### src/rtl/async_fifo_wr_arbiter.sv
// async_fifo_wr_arbiter
//   Round-robin arbiter that shares the async FIFO write port among NUM_REQ
//   producers in the wclk domain. A grant lasts for up to BURST_MAX words.
//   The grant ends early if the holder drops req_valid. While wfull is high,
//   the current grant is held.
//
// Optional build macro: WR_ARB_STATS_EN
//   When defined, stall_cnt counts the cycles in which the grant holder has
//   a word ready but wfull blocks it. The counter saturates at 16'hFFFF and
//   is cleared only by reset. When undefined, stall_cnt is tied to zero.
//
// Ports
//   wclk, wrst_n : write-domain clock; asynchronous active-low reset
//   req_valid    : per-requester "word available"
//   req_data     : requester i data at [i*DATA_WIDTH +: DATA_WIDTH]
//   req_ready    : per-requester "word accepted this cycle" (one-hot or 0)
//   wfull        : FIFO full flag
//   winc, wdata  : FIFO write enable / data
//   gnt_id       : index of the current grant holder
//   gnt_busy     : high while a grant is active
//   stall_cnt    : wfull stall counter (see macro above)
//
// state | meaning
// IDLE  | no grant; pick the next valid requester starting at rr_ptr
// GRANT | gnt_id owns the write port until its burst ends or it drops valid
module async_fifo_wr_arbiter #(
  parameter int NUM_REQ    = 4,
  parameter int DATA_WIDTH = 8,
  parameter int BURST_MAX  = 4
) (
  input  logic                          wclk,
  input  logic                          wrst_n,
  input  logic [NUM_REQ-1:0]            req_valid,
  input  logic [NUM_REQ*DATA_WIDTH-1:0] req_data,
  output logic [NUM_REQ-1:0]            req_ready,
  input  logic                          wfull,
  output logic                          winc,
  output logic [DATA_WIDTH-1:0]         wdata,
  output logic [$clog2(NUM_REQ)-1:0]    gnt_id,
  output logic                          gnt_busy,
  output logic [15:0]                   stall_cnt
);

  localparam int IDX_W   = $clog2(NUM_REQ);
  localparam int BURST_W = (BURST_MAX > 1) ? $clog2(BURST_MAX) : 1;

  typedef enum logic [0:0] {IDLE, GRANT} state_t;

  state_t             state, state_nxt;
  logic [IDX_W-1:0]   rr_ptr, rr_ptr_nxt;
  logic [IDX_W-1:0]   gnt_id_nxt;
  logic [BURST_W-1:0] burst_cnt, burst_cnt_nxt;
  logic               xfer;
  logic               found;
  logic [IDX_W-1:0]   pick;
  logic [IDX_W-1:0]   gnt_inc;

  assign gnt_busy = (state == GRANT);
  assign xfer     = gnt_busy & req_valid[gnt_id] & ~wfull;
  assign winc     = xfer;
  assign wdata    = req_data[gnt_id*DATA_WIDTH +: DATA_WIDTH];
  assign gnt_inc  = IDX_W'((int'(gnt_id) + 1) % NUM_REQ);

  always_comb begin
    req_ready         = '0;
    req_ready[gnt_id] = xfer;
  end

  // The search starts at rr_ptr and wraps, so the requester just after the
  // previous holder gets first chance at the port.
  always_comb begin
    found = 1'b0;
    pick  = rr_ptr;
    for (int i = 0; i < NUM_REQ; i++) begin
      if (!found && req_valid[(int'(rr_ptr) + i) % NUM_REQ]) begin
        found = 1'b1;
        pick  = IDX_W'((int'(rr_ptr) + i) % NUM_REQ);
      end
    end
  end

  always_comb begin
    state_nxt     = state;
    gnt_id_nxt    = gnt_id;
    rr_ptr_nxt    = rr_ptr;
    burst_cnt_nxt = burst_cnt;
    case (state)
      IDLE: begin
        if (found) begin
          state_nxt  = GRANT;
          gnt_id_nxt = pick;
        end
      end
      GRANT: begin
        if (xfer && burst_cnt == BURST_W'(BURST_MAX - 1)) begin
          state_nxt     = IDLE;
          burst_cnt_nxt = '0;
          rr_ptr_nxt    = gnt_inc;
        end else if (!req_valid[gnt_id]) begin
          state_nxt     = IDLE;
          burst_cnt_nxt = '0;
          rr_ptr_nxt    = gnt_inc;
        end else if (xfer) begin
          burst_cnt_nxt = burst_cnt + 1'b1;
        end
        // Otherwise wfull is blocking the holder: keep the grant and the count.
      end
      default: state_nxt = IDLE;
    endcase
  end

  always_ff @(posedge wclk or negedge wrst_n) begin
    if (!wrst_n) begin
      state     <= IDLE;
      gnt_id    <= '0;
      rr_ptr    <= '0;
      burst_cnt <= '0;
    end else begin
      state     <= state_nxt;
      gnt_id    <= gnt_id_nxt;
      rr_ptr    <= rr_ptr_nxt;
      burst_cnt <= burst_cnt_nxt;
    end
  end

`ifdef WR_ARB_STATS_EN
  always_ff @(posedge wclk or negedge wrst_n) begin
    if (!wrst_n) begin
      stall_cnt <= '0;
    end else if (gnt_busy && req_valid[gnt_id] && wfull && stall_cnt != 16'hFFFF) begin
      stall_cnt <= stall_cnt + 16'd1;
    end
  end
`else
  assign stall_cnt = 16'h0000;
`endif

endmodule

### config.mk
export PLATFORM = sky130hd
export DESIGN_NAME = async_fifo_wr_arbiter
export DESIGN_NICKNAME = d
export VERILOG_FILES = /design/src/rtl/async_fifo_wr_arbiter.sv
export SDC_FILE = /design/constraint.sdc
export NUM_CORES = 1
export LEC_CHECK = 0
export ABC_AREA = 1
export CAP_MARGIN = 10
export CELL_PAD_IN_SITES_DETAIL_PLACEMENT = 2
export CELL_PAD_IN_SITES_GLOBAL_PLACEMENT = 2
export CORE_MARGIN = 2
export CORE_UTILIZATION = 16
export DETAILED_ROUTE_END_ITERATION = 8
export GPL_TIMING_DRIVEN = 0
export PLACE_DENSITY_LB_ADDON = 0.1
export SLEW_MARGIN = 30
export SYNTH_ARGS = -nofsm -noshare
export SYNTH_HDL_FRONTEND = slang
export SYNTH_SLANG_ARGS = --single-unit
### constraint.sdc
create_clock -name wclk -period 2 [get_ports wclk]
set_input_delay 0.4 -clock wclk [delete_from_list [all_inputs] [get_ports wclk]]
set_output_delay 0.4 -clock wclk [all_outputs]
set_load 0.01 [all_outputs]
==> results of run 1 <==
-- area by class of cell --
cell class	instances	share of cell area
Clock buffer	4	0.0240
Timing Repair inverter	1	0.00399
Tap cell	75	0.0499
Sequential cell	7	0.0945
Multi-Input combinational cell	140	0.379
Buffer	21	0.0971
Timing Repair Buffer	64	0.316
Inverter	15	0.0359
-- power by group --
part / switching [mW] / internal (mW) / total (mW)
combinational: 1.17 / 0.923 / 2.09
sequential: 0.0842 / 0.222 / 0.306
clock: 0.0581 / 0.138 / 0.196
total: 1.31 / 1.28 / 2.60
-- placed cells by master, fill, tap and decap left out, types with 2 or more instances in the layout --
cell and count:
a21oi_1 2, buf_2 4, buf_4 25, buf_6 3
clkbuf_8 4, clkdlybuf4s15_1 3, clkdlybuf4s50_1 37, clkinvlp_4 2
conb_1 16, dfrtp_1 5, dfrtp_2 2, dlygate4sd2_1 8
ha_1 5, inv_1 9, inv_2 3, nand2_1 40
nand2_2 6, nand3_1 10, nor2_1 19, nor2_2 4
o21ai_0 18, o21ai_1 3, o22ai_1 8
-- cell families (layout without fill, tap and decap cells) --
family,Yosys count,in the layout,share of synthesized area
compound gates,35,35,0.190
fa+ha+maj,5,5,0.0622
buf+inv,36,105,0.213
flops,7,7,0.174
mux,1,1,0.00995
other cells,1,16,0.00373
simple gates,83,83,0.347
-- flip-flops by register name (all words and copies together) (netlist names) --
name	flops
gnt_busy	1
rr_ptr	2
gnt_id	2
burst_cnt	2
-- worst max-delay path by stage --
stage / to / slack (ps) / cells after the start / startpoint
4_1_cts: wdata[6] / 6 / 6 / gnt_id[0]$_DFFE_PN0P_
3_5_place_dp: req_ready[2] / -860 / 8 / req_valid[0]
5_1_grt: req_ready[2] / -40 / 8 / gnt_id[0]$_DFFE_PN0P_
3_3_place_gp: req_ready[2] / -860 / 8 / req_valid[0]
6_report: wdata[1] / 70 / 6 / gnt_id[0]$_DFFE_PN0P_
2_1_floorplan: req_ready[0] / 50 / 6 / gnt_id[0]$_DFFE_PN0P_
-- metal layers --
metal,track usage,share of wire
met1,0.163,0.46
met5,0,0
met3,0.0219,0.038
met4,0.00894,0.0027
met2,0.227,0.50
-- critical path: cells and delay by family, from the launching register on --
family | cells | cell delay [ps]
compound gates | 1 | 70
flops | 1 | 420
simple gates | 1 | 100
buf+inv | 4 | 700
-- timing repair --
item,CTS,global route
resized for setup,51,12
hold buffers,0,0
gates cloned,1,0
setup buffers,7,3
pin swaps,2,1
setup endpoints to repair,13,13
-- per-stage QoR --
stage                     cells  hold slack [ps]
after CTS                   324              436
after global routing        327              440
after global placement      312              467
after detailed placement    312              474
after floorplan             183              104
final                       327              428
==> results.toml, run 1 <==
[outcome]
status = "finished, final reports clean"

[clocking]
clockBufferDepth = 2
cts_tree = "built"
cts.sinks = 7
clkTransAtPathRegs_ps = 40
clk_latency_ps = 230
cts_root_buf = "clkbuf_8"
numCtsBuffers = 3
htreeDepth = 1

[place]
place_hpwl_mm = 3.47
port_buffers = 54
gp_congestion = 0.734
place_ws_ps = -857
placed_area_sq_um = 1700

[timing]
tns_ps = 0
max_freq_ghz = 0.518
fin_worst_skew_ps = 3.80
setup_viol = 0
rsz0062_at_grt = "yes"
final_period_minus_worst_setup_slack_ps = 1930
timing.final.ws_setup_ps = 71.3
fin_crit_sh = 0.964
final_max_slew_viol_count = 0
finalHoldViolations = 0

[floorplanning]
start_util = 0.168
io_pins = 71
dieArea_sq_um = 6940
die_h_um = 83.3
rows = 28
core_area_sq_um = 5990
die_w_um = 83.3

[layout]
multi_input_area_sq_um = 712
final_cell_area_sq_um = 1880
layout.nets = 297
n_antenna_cell = 0
regArea_sq_um = 178
fillCellCount = 738
syn_to_final_growth_pct = 86.9
final_core_util = 0.314
drive_above_1_share = 0.254

[logic_synthesis]
synth-main-ff-cell = "dfrtp_1"
yosysMostFrequentCell = "nand2_1"
ys_seq_elements = 7
synth_common_cells = "nand2_1 (41), nor2_1 (23), o21ai_0 (19)"
synth.distinct_cells = 25
ys_seq_area_frac = 0.174
postSynthCellCount = 168
synth_top_area_frac = 0.174
ys_top_cells_by_area = "dfrtp_1 (17%), nand2_1 (15%), buf_4 (13%), o21ai_0 (9.5%), nor2_1 (8.6%)"
async_reset_ff_frac = 1.00
avgSynthCellArea_sq_um = 5.99
yosys.area.top_type = "dfrtp_1"
synth_edf_count = 0
synth_area_sq_um = 1010
yosysWarnings = 0

[grt]
grt_pass1_vias = 1461
gr-total-overflow = 0
grtUsageTotal = 0.126
antenna_found_initial = 0
grt_pass1_wl_mm = 7.22
grt_max_degree = 12

[setup_path]
path_common_cell = "buf_6"
end_kind = "output port"
r2r_end = "burst_cnt[0]$_DFFE_PN0P_"
startpoint_type = "register"
r2r_cells = 8
r2r_start = "gnt_id[0]$_DFFE_PN0P_"
crit_chain = "buf_6 > buf_12 > buf_6 > nor2_1 > o22ai_1 > dlygate4sd2_1"
slowest_delay_ps = 420
worstSetupPathType = "register to output port"
crit_arrival_ps = 1530
rrSetupSlack_ps = 320
crit_slowest_cell = "dfrtp_2"
critPathRequiredTime_ps = 1600
critical_path_peak_fanout = 10

[route]
routedWlPerCell_um = 13.4
drtAntennaViolNets = 0
vias = 1340
drt-pass1-iter-count = 4
drt_iter0_markers = 28
via_per_inst = 4.10
wl_mm = 4.37
post-route-drc-count = 0

[hold_path]
hold_path_class = "primary input to async pin"

[flow_run]
drv_cap = 0

[power]
pwr_density_cell_nw_per_um2 = 1380
leakagePower_nw = 0.924
total_power_mw = 2.60
max-vdd-ir-drop_mv = 0.559
No activity file was read; power rests on OpenSTA's default activity.
==> run 2: changes to the inputs <==
--- a/config.mk
+++ b/config.mk
@@ -6,6 +6,7 @@
 export NUM_CORES = 1
 export LEC_CHECK = 0
 export ABC_AREA = 1
+export ABC_CLOCK_PERIOD_IN_PS = 2000
 export CAP_MARGIN = 10
 export CELL_PAD_IN_SITES_DETAIL_PLACEMENT = 2
 export CELL_PAD_IN_SITES_GLOBAL_PLACEMENT = 2
==> results of run 2 <==
No change in the layout: final DEF, timing and power equal those of run 1.
==> variant 1 (settings of run 1) <==
Change the parameter `BURST_MAX` from 4 to 8.
--- a/src/rtl/async_fifo_wr_arbiter.sv
+++ b/src/rtl/async_fifo_wr_arbiter.sv
@@ -28,3 +28,3 @@
   parameter int DATA_WIDTH = 8,
-  parameter int BURST_MAX  = 4
+  parameter int BURST_MAX  = 8
 ) (
Check against the original RTL: same outputs for any inputs over 4 cycles, from zero or initial values and one cycle with wrst_n low; that may be too few to reach the edited logic, so the function may still have changed.
==> variant 1 against run 1 <==
  * Power grew 1.5%
  * Final area is 5.1% higher
  * Highest routed layer is now met3
  * Fmax rose by 0.79%
  * Non-clock buffer count down 2
  * Critical path depth shrank 1
  * Setup slack improved by 0.015 ns
  * Register-to-register slack improved by 0.06 ns
  * Sequential cell count increased by 1
  * Global-route usage decreased by 0.34 points
  * Area after synthesis grew 12%
  * Wire length grew 11%
  * Clock power decreased by 2%
==> variant 1: results (changes against run 1) <==
R2R setup slack=0.38 ns (+0.06 ns); syn avg cell area=5.83 um2 (-2.6%); switching part of the total=52.2% (+1.6 points); leakage power=1.00 nW (+8.3%); Max FO, Critical Path=5 (-5); combinational share of power=79.0% (-1.7 points); average via count per standard cell=4.01 (-2.3%); All-Layer GR Usage=12.3% (-0.34 points); commonest cells in the netlist=nand2_1, nor2_1, buf_4, o21ai_0, inv_1; first-pass GRT wire length=7480 um (+3.6%); post-DP HPWL=3820 um (+10%); sequential share of the synthesized area=17.7% (+0.29 points); Peak VDD IR=0.576 mV (+3.1%); routability-driven placement congestion ratio=0.704 (-4.1%); vias in the first global route=1524 (+4.3%); Clk. pwr=0.192 mW (-2%); Max Clock Skew=0.00465 ns (+0.000855 ns); share of post-route cells with drive strength above 1=19.8% (-5.6 points); top cells by area, synth=nand2_1, dfrtp_1, buf_4, nor2_1, o21ai_0; registers with the most flip-flops=burst_cnt: 3 flops, gnt_id: 2 flops, rr_ptr: 2 flops; DRT iter0 DRCs=31 (+11%); fill count=840 (+14%); placed cell area=0.00185 mm2 (+8.9%); outcome=completed; cts repair resizes=48 (-5.9%); Critical Path AT=1.51 ns (-0.02 ns); max incr delay on CP=0.46 ns (+0.04 ns); Setup WS pre-CTS=-0.671 ns (+0.186 ns); Distinct cells, synth=24 (-4.0%); postcts setup bufs=6 (-1); Layout Cells excl Fill=369 (+13%); final net count=320 (+7.7%); Placed Cells=359 (+15%); worst hold margin=0.449 ns (+0.0209 ns)
-- variant 1: cell count changes after synthesis, sizes merged, moves of 2 or more --
cell	run 1	this run
nand3	10	15
inv	15	18
o21ai	22	20
nand2	46	61
nor2	24	27
-- variant 1: area by class of cell --
cell class,instances,area (um2),area share (%)
buffer,22,189,9.56
clock buffer,3,41.3,2.09
inverter,19,78.8,3.99
multi-input combinational,160,783,39.6
sequential,8,203,10.3
tap,96,120,6.08
timing repair buffer,61,561,28.4
-- variant 1: layer usage --
layer | share of wire (%) | routed length (um) | vias to the layer above | global-route usage [%]
li1 | - | - | 752 | -
met1 | 47 | 2290 | 676 | 15.9
met2 | 47 | 2280 | 50 | 22.2
met3 | 5.7 | 278 | 0 | 2.17
met4 | 0 | 0 | 0 | 0.826
met5 | 0 | 0 | - | 0
-- variant 1: critical path, delay by kind of cell, from the launching register on --
family	cells	cell delay [ns]
buf+inv	3	0.57
flops	1	0.46
compound gates	2	0.26
-- variant 1: worst paths after layout --
check	startpoint	endpoint	cells after the start
setup / recovery	gnt_id[0]	wdata[6]	5
hold / removal	wrst_n	rr_ptr[0]	1
hold reg to reg	gnt_busy	gnt_busy	1
setup reg to reg	rr_ptr[1]	gnt_id[0]	11
min in group wclk	gnt_busy	gnt_busy	1
max in group asynchronous	wrst_n	gnt_id[0]	1
-- variant 1: cell families (layout without fill, tap and decap cells) --
logic type      count (synthesis)  count (layout)  synth area share [%]
simple gates                  105             105                  38.8
buf+inv                        41             105                  20.1
compound gates                 33              33                  16.4
flops                           8               8                  17.7
fa+ha+maj                       6               6                  6.64
other cells                     1              16                 0.332
==> variant 2 (settings of run 1) <==
Made on the original files. Add a define of `WR_ARB_STATS_EN`.
--- a/src/rtl/async_fifo_wr_arbiter.sv
+++ b/src/rtl/async_fifo_wr_arbiter.sv
@@ -25,2 +25,4 @@
 // GRANT | gnt_id owns the write port until its burst ends or it drops valid
+`define WR_ARB_STATS_EN
+
 module async_fifo_wr_arbiter #(
Function: changed (a bounded check fails within 4 cycles, from zero or initial values and one cycle with wrst_n low).
==> variant 2 against run 1 <==
  * Non-clock buffer count increased by 19
  * Wire length increased by 82%
  * Area after synthesis increased by 88%
  * Global-route usage increased by 0.11 points
  * Setup slack got worse by 0.043 ns
  * Core utilization decreased by 4.4 points
  * Worst hold slack got worse by 0.29 ns
  * Power increased by 59%
  * Sequential cell count increased by 16
  * Via count increased by 69%
  * Register-to-register slack got worse by 0.17 ns
  * Final area increased by 65%
  * Largest cell class is now multi-input gates
==> variant 2: results (changes against run 1) <==
syn avg cell area=6.47 um2 (+8.1%); commonest cells in the netlist=nand2_1, nor2_1, inv_1, nand3_1, dfrtp_1; Avg WL per Cell=14.9 um (+12%); Peak VDD IR=0.410 mV (-27%); Setup WS pre-CTS=-0.749 ns (+0.108 ns); reg-to-reg endpoint=stall_cnt[15]; share of post-route cells with drive strength above 1=20.4% (-5.0 points); R2R depth=11 (+3); Max FO, Critical Path=6 (-4); complex-gate fraction of the synthesized area=12.8% (-6.2 points); adder-cell share of the synthesized area=3.97% (-2.2 points); outcome=completed; XOR/XNOR Fraction of Synth Area=4.64% (+4.6 points); combinational share of power=69.4% (-11 points); worst hold margin=0.136 ns (-0.292 ns); root buf cell=clkbuf_16; routability-driven placement congestion ratio=0.680 (-7.4%); Total Wirelength=7980 um (+82%); post-DP HPWL=5890 um (+70%); All-Layer GR Usage=12.7% (+0.11 points); leakage power=1.44 nW (+55%); power consumption=4.14 mW (+59%); switching part of the total=47.0% (-3.6 points); Max Clock Skew=0.00233 ns (-0.00146 ns); clock-pin slew on the worst setup and hold paths=0.07 ns (+0.03 ns); P&R area growth vs syn=63.8%; Placed Cells=505 (+62%); Port Buffers=70 (+30%); mux cell area share after synthesis=0% (-1.0 points); R2R setup slack=0.15 ns (-0.17 ns); top cells by area, synth=dfrtp_1, nand2_1, nor2_1, nand3_1, inv_1; Critical Path AT=1.57 ns (+0.04 ns); fill count=1388 (+88%)
variant 2: cell types whose count changed in the layout (fill, tap and decap cells not counted), moves of 8 or more:
cell / before / now
nand2_1: 40 / 96
o21ai_0: 18 / 6
inv_1: 9 / 24
clkdlybuf4s50_1: 37 / 52
nand3_1: 10 / 22
dfrtp_1: 5 / 19
nor2_1: 19 / 30
conb_1: 16 / 0
o21ai_1: 3 / 13
o21ai_2: 1 / 9
xor2_1: 0 / 8
variant 2: layout make-up:
cell class / instances / area share, %
Clock buffer: 3 / 2.43
Tap cell: 143 / 5.78
Buffer: 8 / 2.55
Multi-Input combinational cell: 230 / 38.6
Sequential cell: 23 / 18.8
Clock inverter: 1 / 0.162
Timing Repair Buffer: 96 / 27.8
Inverter: 31 / 4.00
variant 2: how the worst max path moves through the flow:
stage                            start            to  slack, ns
after floorplan           stall_cnt[0]  stall_cnt[4]       0.22
after global placement    req_valid[1]  req_ready[0]      -0.69
after detailed placement  req_valid[1]  req_ready[0]      -0.75
after CTS                    gnt_id[0]  req_ready[3]      -0.03
after global routing         gnt_id[0]  req_ready[2]      -0.09
final                        gnt_id[0]  req_ready[0]       0.03
variant 2: repair_timing:
action / in CTS / in global routing
setup buffers: 13 / 13
resized for setup: 47 / 26
endpoints found under the setup margin: 28 / 29
pin swaps: 3 / 6
variant 2: metal layers:
metal | vias up | routed length [um] | global-route usage [%]
li1 | 1135 | - | -
met1 | 1102 | 3790 | 17.2
met2 | 27 | 3970 | 22.1
met3 | 4 | 162 | 1.40
met4 | 0 | 48 | 2.36
met5 | - | 0 | 0
variant 2: worst max-delay path: stages (launching register included):
cell and delay [ns]:
dfrtp_2 0.45, inv_4 0.11, nand2_2 0.06, nand3_2 0.10, nand2_4 0.07, nor2_4 0.12, nand2_2 0.07, buf_6 0.13
nor2_1 0.07, buf_2 0.14
